==> src/rtl/debug_values_ctrl.sv <==
// Debugger value bank and CPU run controller: ID-addressed registers, multi-step,
// free-run with address breakpoints, host halt, and per-instruction CPU snapshot.
module debug_values_ctrl #(
   parameter int DATA_WIDTH       = 16,
   parameter int NUM_BREAKPOINTS  = 4,
   parameter int STEP_COUNT_WIDTH = 16
) (
   input  logic                  i_clk,
   input  logic                  i_reset,
   input  logic                  i_ena,
   input  logic                  i_wea,
   input  logic [15:0]           i_id,
   input  logic [DATA_WIDTH-1:0] i_data,
   output logic [DATA_WIDTH-1:0] o_data,
   input  logic [15:0]           i_cpu_address,
   input  logic [7:0]            i_cpu_data,
   input  logic                  i_cpu_rw,
   input  logic                  i_cpu_sync,
   input  logic                  i_cpu_irq_n,
   input  logic                  i_cpu_nmi_n,
   input  logic [47:0]           i_cpu_regs,
   output logic                  o_cpu_start_step,
   input  logic                  i_cpu_step_completed,
   output logic                  o_halted
);
   localparam int BW  = (NUM_BREAKPOINTS > 1) ? $clog2(NUM_BREAKPOINTS) : 1;
   localparam int SCW = STEP_COUNT_WIDTH;

   typedef enum logic [1:0] {S_IDLE = 2'd0, S_STEP = 2'd1, S_RUN = 2'd2} state_t;

   state_t                               state_q;
   logic                                 start_q, halted_q;
   logic [SCW-1:0]                       step_count_q, steps_rem_q;
   logic [1:0]                           halt_reason_q;
   logic [BW-1:0]                        bp_hit_q;
   logic [15:0]                          snap_addr_q;
   logic [7:0]                           snap_data_q;
   logic [3:0]                           snap_flags_q;
   logic [47:0]                          snap_regs_q;
   logic [NUM_BREAKPOINTS-1:0][15:0]     bp_addr_q;
   logic [NUM_BREAKPOINTS-1:0]           bp_en_q;

   logic          wr, ctrl_wr, cmd_step, cmd_run, cmd_halt, bp_found, done;
   logic [BW-1:0] bp_idx;

   assign wr       = i_ena & i_wea;
   assign ctrl_wr  = wr && (i_id == 16'd1);
   assign cmd_step = ctrl_wr && (i_data == DATA_WIDTH'(1));
   assign cmd_run  = ctrl_wr && (i_data == DATA_WIDTH'(2));
   assign cmd_halt = ctrl_wr && (i_data == DATA_WIDTH'(3));
   assign done     = i_cpu_step_completed;

   // Scan from the top so the lowest matching index is the one left standing.
   always_comb begin
      bp_found = 1'b0;
      bp_idx   = '0;
      for (int k = NUM_BREAKPOINTS - 1; k >= 0; k--) begin
         if (bp_en_q[k] && (i_cpu_address == bp_addr_q[k])) begin
            bp_found = 1'b1;
            bp_idx   = BW'(k);
         end
      end
   end

   always_ff @(posedge i_clk) begin
      if (i_reset) begin
         state_q       <= S_IDLE;
         start_q       <= 1'b0;
         halted_q      <= 1'b1;
         step_count_q  <= SCW'(1);
         steps_rem_q   <= '0;
         halt_reason_q <= 2'd0;
         bp_hit_q      <= '0;
         snap_addr_q   <= '0;
         snap_data_q   <= '0;
         snap_flags_q  <= '0;
         snap_regs_q   <= '0;
         bp_addr_q     <= '0;
         bp_en_q       <= '0;
      end else begin
         if (done) begin
            snap_addr_q  <= i_cpu_address;
            snap_data_q  <= i_cpu_data;
            snap_flags_q <= {i_cpu_nmi_n, i_cpu_irq_n, i_cpu_sync, i_cpu_rw};
            snap_regs_q  <= i_cpu_regs;
         end
         if (wr) begin
            for (int k = 0; k < NUM_BREAKPOINTS; k++) begin
               if (i_id == 16'(16 + 2*k)) bp_addr_q[k] <= i_data[15:0];
               if (i_id == 16'(17 + 2*k)) bp_en_q[k]   <= i_data[0];
            end
         end
         case (state_q)
            S_IDLE: begin
               if (cmd_step) begin
                  state_q       <= S_STEP;
                  start_q       <= 1'b1;
                  halted_q      <= 1'b0;
                  steps_rem_q   <= step_count_q;
                  halt_reason_q <= 2'd0;
               end else if (cmd_run) begin
                  state_q       <= S_RUN;
                  start_q       <= 1'b1;
                  halted_q      <= 1'b0;
                  halt_reason_q <= 2'd0;
               end else if (wr && (i_id == 16'd2)) begin
                  step_count_q <= (i_data[SCW-1:0] == '0) ? SCW'(1) : i_data[SCW-1:0];
               end
            end
            default: begin
               if (done && (state_q == S_STEP) && (steps_rem_q != '0))
                  steps_rem_q <= steps_rem_q - SCW'(1);
               // Host halt outranks breakpoint, which outranks count exhaustion.
               if (cmd_halt) begin
                  state_q       <= S_IDLE;
                  start_q       <= 1'b0;
                  halted_q      <= 1'b1;
                  halt_reason_q <= 2'd3;
               end else if (done && bp_found) begin
                  state_q       <= S_IDLE;
                  start_q       <= 1'b0;
                  halted_q      <= 1'b1;
                  halt_reason_q <= 2'd2;
                  bp_hit_q      <= bp_idx;
               end else if (done && (state_q == S_STEP) && (steps_rem_q == SCW'(1))) begin
                  state_q       <= S_IDLE;
                  start_q       <= 1'b0;
                  halted_q      <= 1'b1;
                  halt_reason_q <= 2'd1;
               end
            end
         endcase
      end
   end

   assign o_cpu_start_step = start_q;
   assign o_halted         = halted_q;

   always_comb begin
      o_data = '0;
      if (i_ena) begin
         case (i_id)
            16'd1:   o_data = DATA_WIDTH'(state_q);
            16'd2:   o_data = DATA_WIDTH'(step_count_q);
            16'd3:   o_data = DATA_WIDTH'(steps_rem_q);
            16'd4:   o_data = DATA_WIDTH'(halt_reason_q);
            16'd5:   o_data = DATA_WIDTH'(bp_hit_q);
            16'd6:   o_data = DATA_WIDTH'(snap_addr_q);
            16'd7:   o_data = DATA_WIDTH'(snap_data_q);
            16'd8:   o_data = DATA_WIDTH'(snap_flags_q);
            16'd9:   o_data = DATA_WIDTH'(snap_regs_q[7:0]);
            16'd10:  o_data = DATA_WIDTH'(snap_regs_q[15:8]);
            16'd11:  o_data = DATA_WIDTH'(snap_regs_q[23:16]);
            16'd12:  o_data = DATA_WIDTH'(snap_regs_q[31:24]);
            16'd13:  o_data = DATA_WIDTH'(snap_regs_q[39:32]);
            16'd14:  o_data = DATA_WIDTH'(snap_regs_q[47:40]);
            default: begin
               for (int k = 0; k < NUM_BREAKPOINTS; k++) begin
                  if (i_id == 16'(16 + 2*k)) o_data = DATA_WIDTH'(bp_addr_q[k]);
                  if (i_id == 16'(17 + 2*k)) o_data = DATA_WIDTH'(bp_en_q[k]);
               end
            end
         endcase
      end
   end
endmodule

==> config.mk <==
export PLATFORM = sky130hd
export DESIGN_NAME = debug_values_ctrl
export DESIGN_NICKNAME = d
export VERILOG_FILES = /design/src/rtl/debug_values_ctrl.sv
export SDC_FILE = /design/constraint.sdc
export NUM_CORES = 1
export LEC_CHECK = 0
export BUFFER_PORTS_ARGS = -buffer_cell sky130_fd_sc_hd__buf_2
export CAP_MARGIN = 30
export CORE_MARGIN = 2
export CORE_UTILIZATION = 40
export CTS_CLUSTER_SIZE = 28
export DETAILED_ROUTE_END_ITERATION = 7
export MAX_ROUTING_LAYER = met4
export SYNTH_ARGS = -nofsm -noshare
export SYNTH_HDL_FRONTEND = slang
export SYNTH_SLANG_ARGS = --single-unit
==> constraint.sdc <==
create_clock -name i_clk -period 3.1 [get_ports i_clk]
set_clock_uncertainty 0.2 [all_clocks]
set_input_delay 0 -clock i_clk [delete_from_list [all_inputs] [get_ports i_clk]]
set_output_delay 0 -clock i_clk [all_outputs]
set_load 0.01 [all_outputs]
==> results of run 1 <==
synthesized netlist by cell type, types with 3 or more instances:
cell | instances | share of area
or4bb_1 | 3 | 0.0036
inv_1 | 9 | 0.0036
buf_1 | 8 | 0.0032
a22oi_1 | 34 | 0.027
a21oi_1 | 37 | 0.020
buf_6 | 4 | 0.0048
mux2i_1 | 163 | 0.17
a22o_1 | 4 | 0.0037
a211oi_1 | 4 | 0.0032
o21ai_0 | 15 | 0.0080
mux2_2 | 6 | 0.0072
or2_1 | 3 | 0.0020
dfxtp_1 | 184 | 0.39
clkbuf_1 | 55 | 0.022
buf_4 | 3 | 0.0024
nor2_1 | 194 | 0.078
nand2_1 | 49 | 0.020
nor3_1 | 16 | 0.0085
a31oi_1 | 10 | 0.0067
nand3_1 | 4 | 0.0021
o211ai_1 | 4 | 0.0032
or3_1 | 3 | 0.0020
nor4_1 | 19 | 0.013
o32ai_1 | 3 | 0.0028
and3_1 | 10 | 0.0067
xor2_1 | 61 | 0.057
o31ai_1 | 3 | 0.0024
nand2b_1 | 5 | 0.0033
nor4_4 | 5 | 0.011
mux4_2 | 6 | 0.014
nor3_2 | 4 | 0.0043
or4_1 | 3 | 0.0024
nand4b_1 | 3 | 0.0028
xnor2_1 | 4 | 0.0037
a222oi_1 | 21 | 0.022
o22ai_1 | 4 | 0.0027
buf_2 | 11 | 0.0059
a221oi_1 | 3 | 0.0028
nand4_1 | 17 | 0.011
routing by layer:
| metal | global-route usage | up-vias | wire length, um |
|---|---|---|---|
| met5 | - | - | 0 |
| met4 | 0.103 | 0 | 1010 |
| met3 | 0.0542 | 59 | 2160 |
| met2 | 0.457 | 360 | 15700 |
| met1 | 0.341 | 4311 | 14200 |
| li1 | - | 4202 | - |
where the power goes:
group	switching, uW	internal (uW)	total (uW)	leakage (uW)
logic	288	295	582	0.00338
registers	34.5	2420	2460	0.00150
clock network	1050	1320	2370	0.000306
sequential cells by signal (all words and copies together), names as in the netlist, 4 cells and up:
signal and flops:
bp_addr_q 64, bp_en_q 4, snap_addr_q 16, snap_data_q 8
snap_flags_q 4, snap_regs_q 48, step_count_q 16, steps_rem_q 16
per-stage QoR:
step | cell area (um^2) | util | std cells | hold WS (ns) | total power (uW)
6_report | 12400 | 0.535 | 1605 | 0.0191 | 5410
2_1_floorplan | 9400 | - | 1028 | -0.0561 | 2740
3_5_place_dp | 10300 | 0.445 | 1427 | 0.0408 | 2920
4_1_cts | 12400 | 0.535 | 1605 | 0.0295 | 5400
3_3_place_gp | 10300 | 0.445 | 1427 | 0.0328 | 2920
5_1_grt | 12400 | 0.535 | 1605 | 0.0587 | 5560
layout make-up:
class,count,area share
Inverter,10,0.00302
Sequential cell,184,0.296
Timing Repair Buffer,307,0.190
Tap cell,319,0.0321
Multi-Input combinational cell,753,0.428
Clock inverter,13,0.0147
Clock buffer,19,0.0356
cells in the final DEF (no fill, tap or decap), drive strengths merged, types with 4 or more instances in the layout:
master and instances:
nor4 26, dfxtp 184, a21oi 37, nand2 49
a222oi 21, xor2 61, clkbuf 19, o21ai 15
mux2 6, nand4 17, xnor2 4, dlygate4sd3 146
nor2 194, nand2b 5, o211ai 4, a22o 4
mux4 6, a31oi 10, o22ai 4, a211oi 4
or4 4, nor3 22, inv 16, or2 5
nand4b 4, buf 161, mux2i 163, and3 10
nand3 4, a22oi 34
kinds of logic (layout without fill, tap and decap cells):
family                     Yosys count  count (layout)  synth area share
and+or+nand+nor                    355             355             0.188
DFF                                184             184             0.392
muxes                              175             175             0.195
AOI/OAI and AO/OA                  156             156             0.119
buffers and inverters               91             349            0.0422
xor gates and xnor gates            65              65            0.0606
adders and majority gates            2               2           0.00266
worst max-delay path: stages:
cell and delay, ns:
buf_2 0.11, nor3_1 0.45, nand4b_2 0.35, buf_4 0.27, or2_2 0.32, nor2_1 0.42, a222oi_1 0.27, nand4_1 0.17
and3_1 0.17, buf_2 0.13
worst paths after layout:
check,from,depth (start not counted),slack (ns),endpoint
min reg2reg,bp_hit_q[0],2,0.28,bp_hit_q[0]
max,i_id[15],10,0.22,o_data[3]
min,i_ena,5,0.02,bp_en_q[2]
max reg2reg,steps_rem_q[0],8,0.34,steps_rem_q[0]
==> results.yml, run 1 <==
grt:
  antenna_found_initial: 0
  grt_max_degree: 104
  overflow: 0
  grt_pass1_wl_um: 50900
  track_usage: 0.279
  grt_pass1_vias: 9021
final_layout:
  syn2layout_area_growth_pct: 32.4
  multiInputGateArea_um2: 5330
  regArea_um2: 3680
  filler_cell_count: 2151
  drive_gt1_frac: 0.177
  nets: 1388
  n_antenna_cell: 0
drt:
  drc: 0
  routedWlPerCell_um: 20.6
  antenna_left: 0
  first_pass_iters: 6
  via_per_inst: 5.57
  vias: 8932
  routed_wl_um: 33000
  initialDrtViolationCount: 886
min_path:
  hold_path.class: "in -> reg"
cts:
  cts_resized: 0
  htreeDepth: 4
  cts-hold-fix-buffers: 146
  cts_setup_buffers: 0
  clockBufferDepth: 2
  clkLatencyLatePin_ns: 0.45
  cts_tree: "built"
  clockRootBuffer: "clkbuf_16"
  clkSlewWorstSetupHoldPaths_ns: 0.07
  numCtsBuffers: 17
  numClockSinks: 184
logic_synthesis:
  synth_edf_count: 0
  ys_ff_latch: 184
  syn-num-nets: 1143
  synthCells: 1028
  syn-cell-area_um2: 9400
  yosysUniqueCellTypes: 66
  synth_seq_area_share: 0.392
  synth_warnings: 0
  ys_async_sr_fraction: 0
  avgSynthCellArea_um2: 9.14
  synth_flop_cell: "dfxtp_1"
sta:
  finalHoldViolCount: 0
  layout_worst_path_cycle_share: 0.929
  timing.final.crit_period_ns: 2.88
  maxSlewViolCount: 0
  worst_slack_ns: 0.222
  setup_viol: 0
  worst-slew-pin-transition_ns: 0.832
  rsz0062_at_grt: "false"
  max_clock_freq_mhz: 347
  finalSetupTns_ns: 0
  relSlewSlack: 0.445
pwr:
  powerDensity_nw_per_um2: 435
  vdd_drop_max_v: 0.000276
  power.leakage_uw: 0.00518
setup_path:
  worstPathArrival_ns: 2.68
  end_kind: "output pin"
  required_ns: 2.90
  path_max_fanout: 7
  worstSetupPathType: "in -> out"
  start_kind: "input port"
place:
  port_buffers: 130
  hpwl_um: 22000
  routabilityCongestion: 0.915
  pre_cts_ws_ns: 0.358
floorplan:
  initial_core_util: 0.404
  pin_count: 131
  core_area_um2: 23300
  die_h_um: 157
  rows: 56
  die_area_um2: 24700
  dieWidth_um: 157
job:
  drv_cap: 0
status:
  outcome: "completed"
No activity file was read; power rests on OpenSTA's default activity.
==> inputs of run 2 (changes only) <==
CORE_ASPECT_RATIO = 2   (was unset)
CORE_MARGIN = unset   (was 2)
REMOVE_ABC_BUFFERS = 1   (was unset)
==> run 2 against run 1 <==
Effect of this change:
- first-iteration DRC count shrank 40%
- core utilization up 1.2 points
- routed wire length rose by 6.4%
- final cell count fell by 0.19%
- sequential cell count is the same
- die area shrank 2.4%
- sequential power hardly changed
- critical endpoint unchanged
- fmax shrank 4.7%
- non-clock buffer count rose by 33
- register-to-register slack lost 0.06 ns
- via count rose by 1.7%
==> results.yml, run 2 (synthesis gave the netlist of run 1 again) <==
status:
  outcome: "completed"
cts:
  clockRootBuffer: "clkbuf_16"
  clkLatencyLatePin_ns: 0.46
  cts_resized: 0
  numCtsBuffers: 17
  clockBufferDepth: 2
  numClockSinks: 184
  cts_tree: "built"
  clkSlewWorstSetupHoldPaths_ns: 0.07
  htreeDepth: 4
final_layout:
  largest_reg_flops: 64
  regMostFlops: "bp_addr_q"
  nets: 1421
  layout_common_cells: "194 x nor2_1, 184 x dfxtp_1, 173 x dlygate4sd3_1"
  stdcell_count: 1602
  drive_gt1_frac: 0.177
  syn2layout_area_growth_pct: 34.6
  mostFrequentLayoutCell: "nor2_1"
  top_regs: "bp_addr_q x64, snap_regs_q x48"
  filler_cell_count: 2146
  n_antenna_cell: 0
  final_area_um2: 12600
floorplan:
  rows: 79
  die_area_um2: 24100
  initial_core_util: 0.406
  pin_count: 131
  core_area_um2: 23100
  die_h_um: 219
  dieWidth_um: 110
drt:
  routed_wl_um: 35200
  initialDrtViolationCount: 530
  vias: 9084
  via_per_inst: 5.67
  drc: 0
  routedWlPerCell_um: 22.0
  antenna_left: 0
  first_pass_iters: 6
sta:
  worst_slack_ns: 0.0811
  finalSetupTns_ns: 0
  rsz0062_at_grt: "false"
  timing.final.crit_period_ns: 3.02
  maxSlewViolCount: 0
  max_clock_freq_mhz: 331
  layout_worst_path_cycle_share: 0.974
  setup_viol: 0
  relSlewSlack: 0.488
  finalHoldViolCount: 0
  worst-slew-pin-transition_ns: 0.757
setup_path:
  crit_chain: "dlygate4sd3_1, buf_2, buf_4, mux4_2, a222oi_1, nand4_1, and3_1, buf_2"
  start_kind: "input port"
  required_ns: 2.90
  crit_slowest_cell: "a222oi_1"
  crit_family: "buffers and inverters"
  max_stage_delay_ns: 0.66
  end_kind: "output pin"
  worstPathArrival_ns: 2.82
  critPathBufInv: 4
  crit_top_cell: "buf_2"
  worstSetupPathType: "in -> out"
  path_max_fanout: 25
pwr:
  powerDensity_nw_per_um2: 409
  power.leakage_uw: 0.00531
  finalPower_uw: 5180
  vdd_drop_max_v: 0.000493
min_path:
  hold_path.class: "in -> reg"
grt:
  grt_use_met1: 0.296
  grt_pass1_vias: 9443
  grt_max_degree: 68
  overflow: 0
  busiest_layer: "met2"
  use_met3: 0.0406
  antenna_found_initial: 0
  track_usage: 0.313
  grt_pass1_wl_um: 53400
  grtUsageMet2: 0.547
place:
  pre_cts_ws_ns: 0.319
  dp.cells: 1397
  hpwl_um: 23900
  port_buffers: 130
  routabilityCongestion: 0.942
  dpl-instance-area_um2: 10400
job:
  drv_cap: 0
==> run 2: final cells by class <==
class | count | area, um^2 | share of cell area
Sequential cell | 184 | 3680 | 0.291
Multi-Input combinational cell | 753 | 5330 | 0.421
Timing Repair Buffer | 340 | 2700 | 0.213
Tap cell | 283 | 354 | 0.0280
Inverter | 10 | 37.5 | 0.00297
Clock buffer | 20 | 457 | 0.0361
Clock inverter | 12 | 95.1 | 0.00752
==> run 2: report_power, final <==
group	internal (uW)	switching, uW
registers	2420	35.9
logic	324	299
clock network	1080	1020
total	3820	1360
==> run 2: metrics by stage <==
step	util	hold slack, ns
floorplan	-	-0.131
global placement	0.448	0.0326
detailed placement	0.448	0.0420
CTS	0.547	0.0472
global route	0.547	0.0665
finish	0.547	0.0576
==> run 2: timing repair <==
item,4_1_cts,5_1_grt
endpoints found under the hold margin,166,0
buffers inserted,0,0
hold buffers,173,0
==> run 2: worst paths after layout <==
path	startpoint	end	slack (ns)	cells after the start
min	i_ena	bp_en_q[0]	0.06	5
max	i_id[1]	o_data[3]	0.08	8
max reg2reg	bp_addr_q[8]	o_cpu_start_step	0.28	7
min reg2reg	bp_hit_q[0]	bp_hit_q[0]	0.29	2
==> run 2: routing by layer <==
layer / share of wire / wire [um]
met1: 0.34 / 12100
met2: 0.53 / 18600
met3: 0.040 / 1410
met4: 0.087 / 3070
met5: 0 / 0
==> run 2: tightest hold or removal path: cells and delay by family <==
family	cells	cell delay (ns)
mux	1	0.12
simple gates	3	0.39
buf+inv	1	0.16
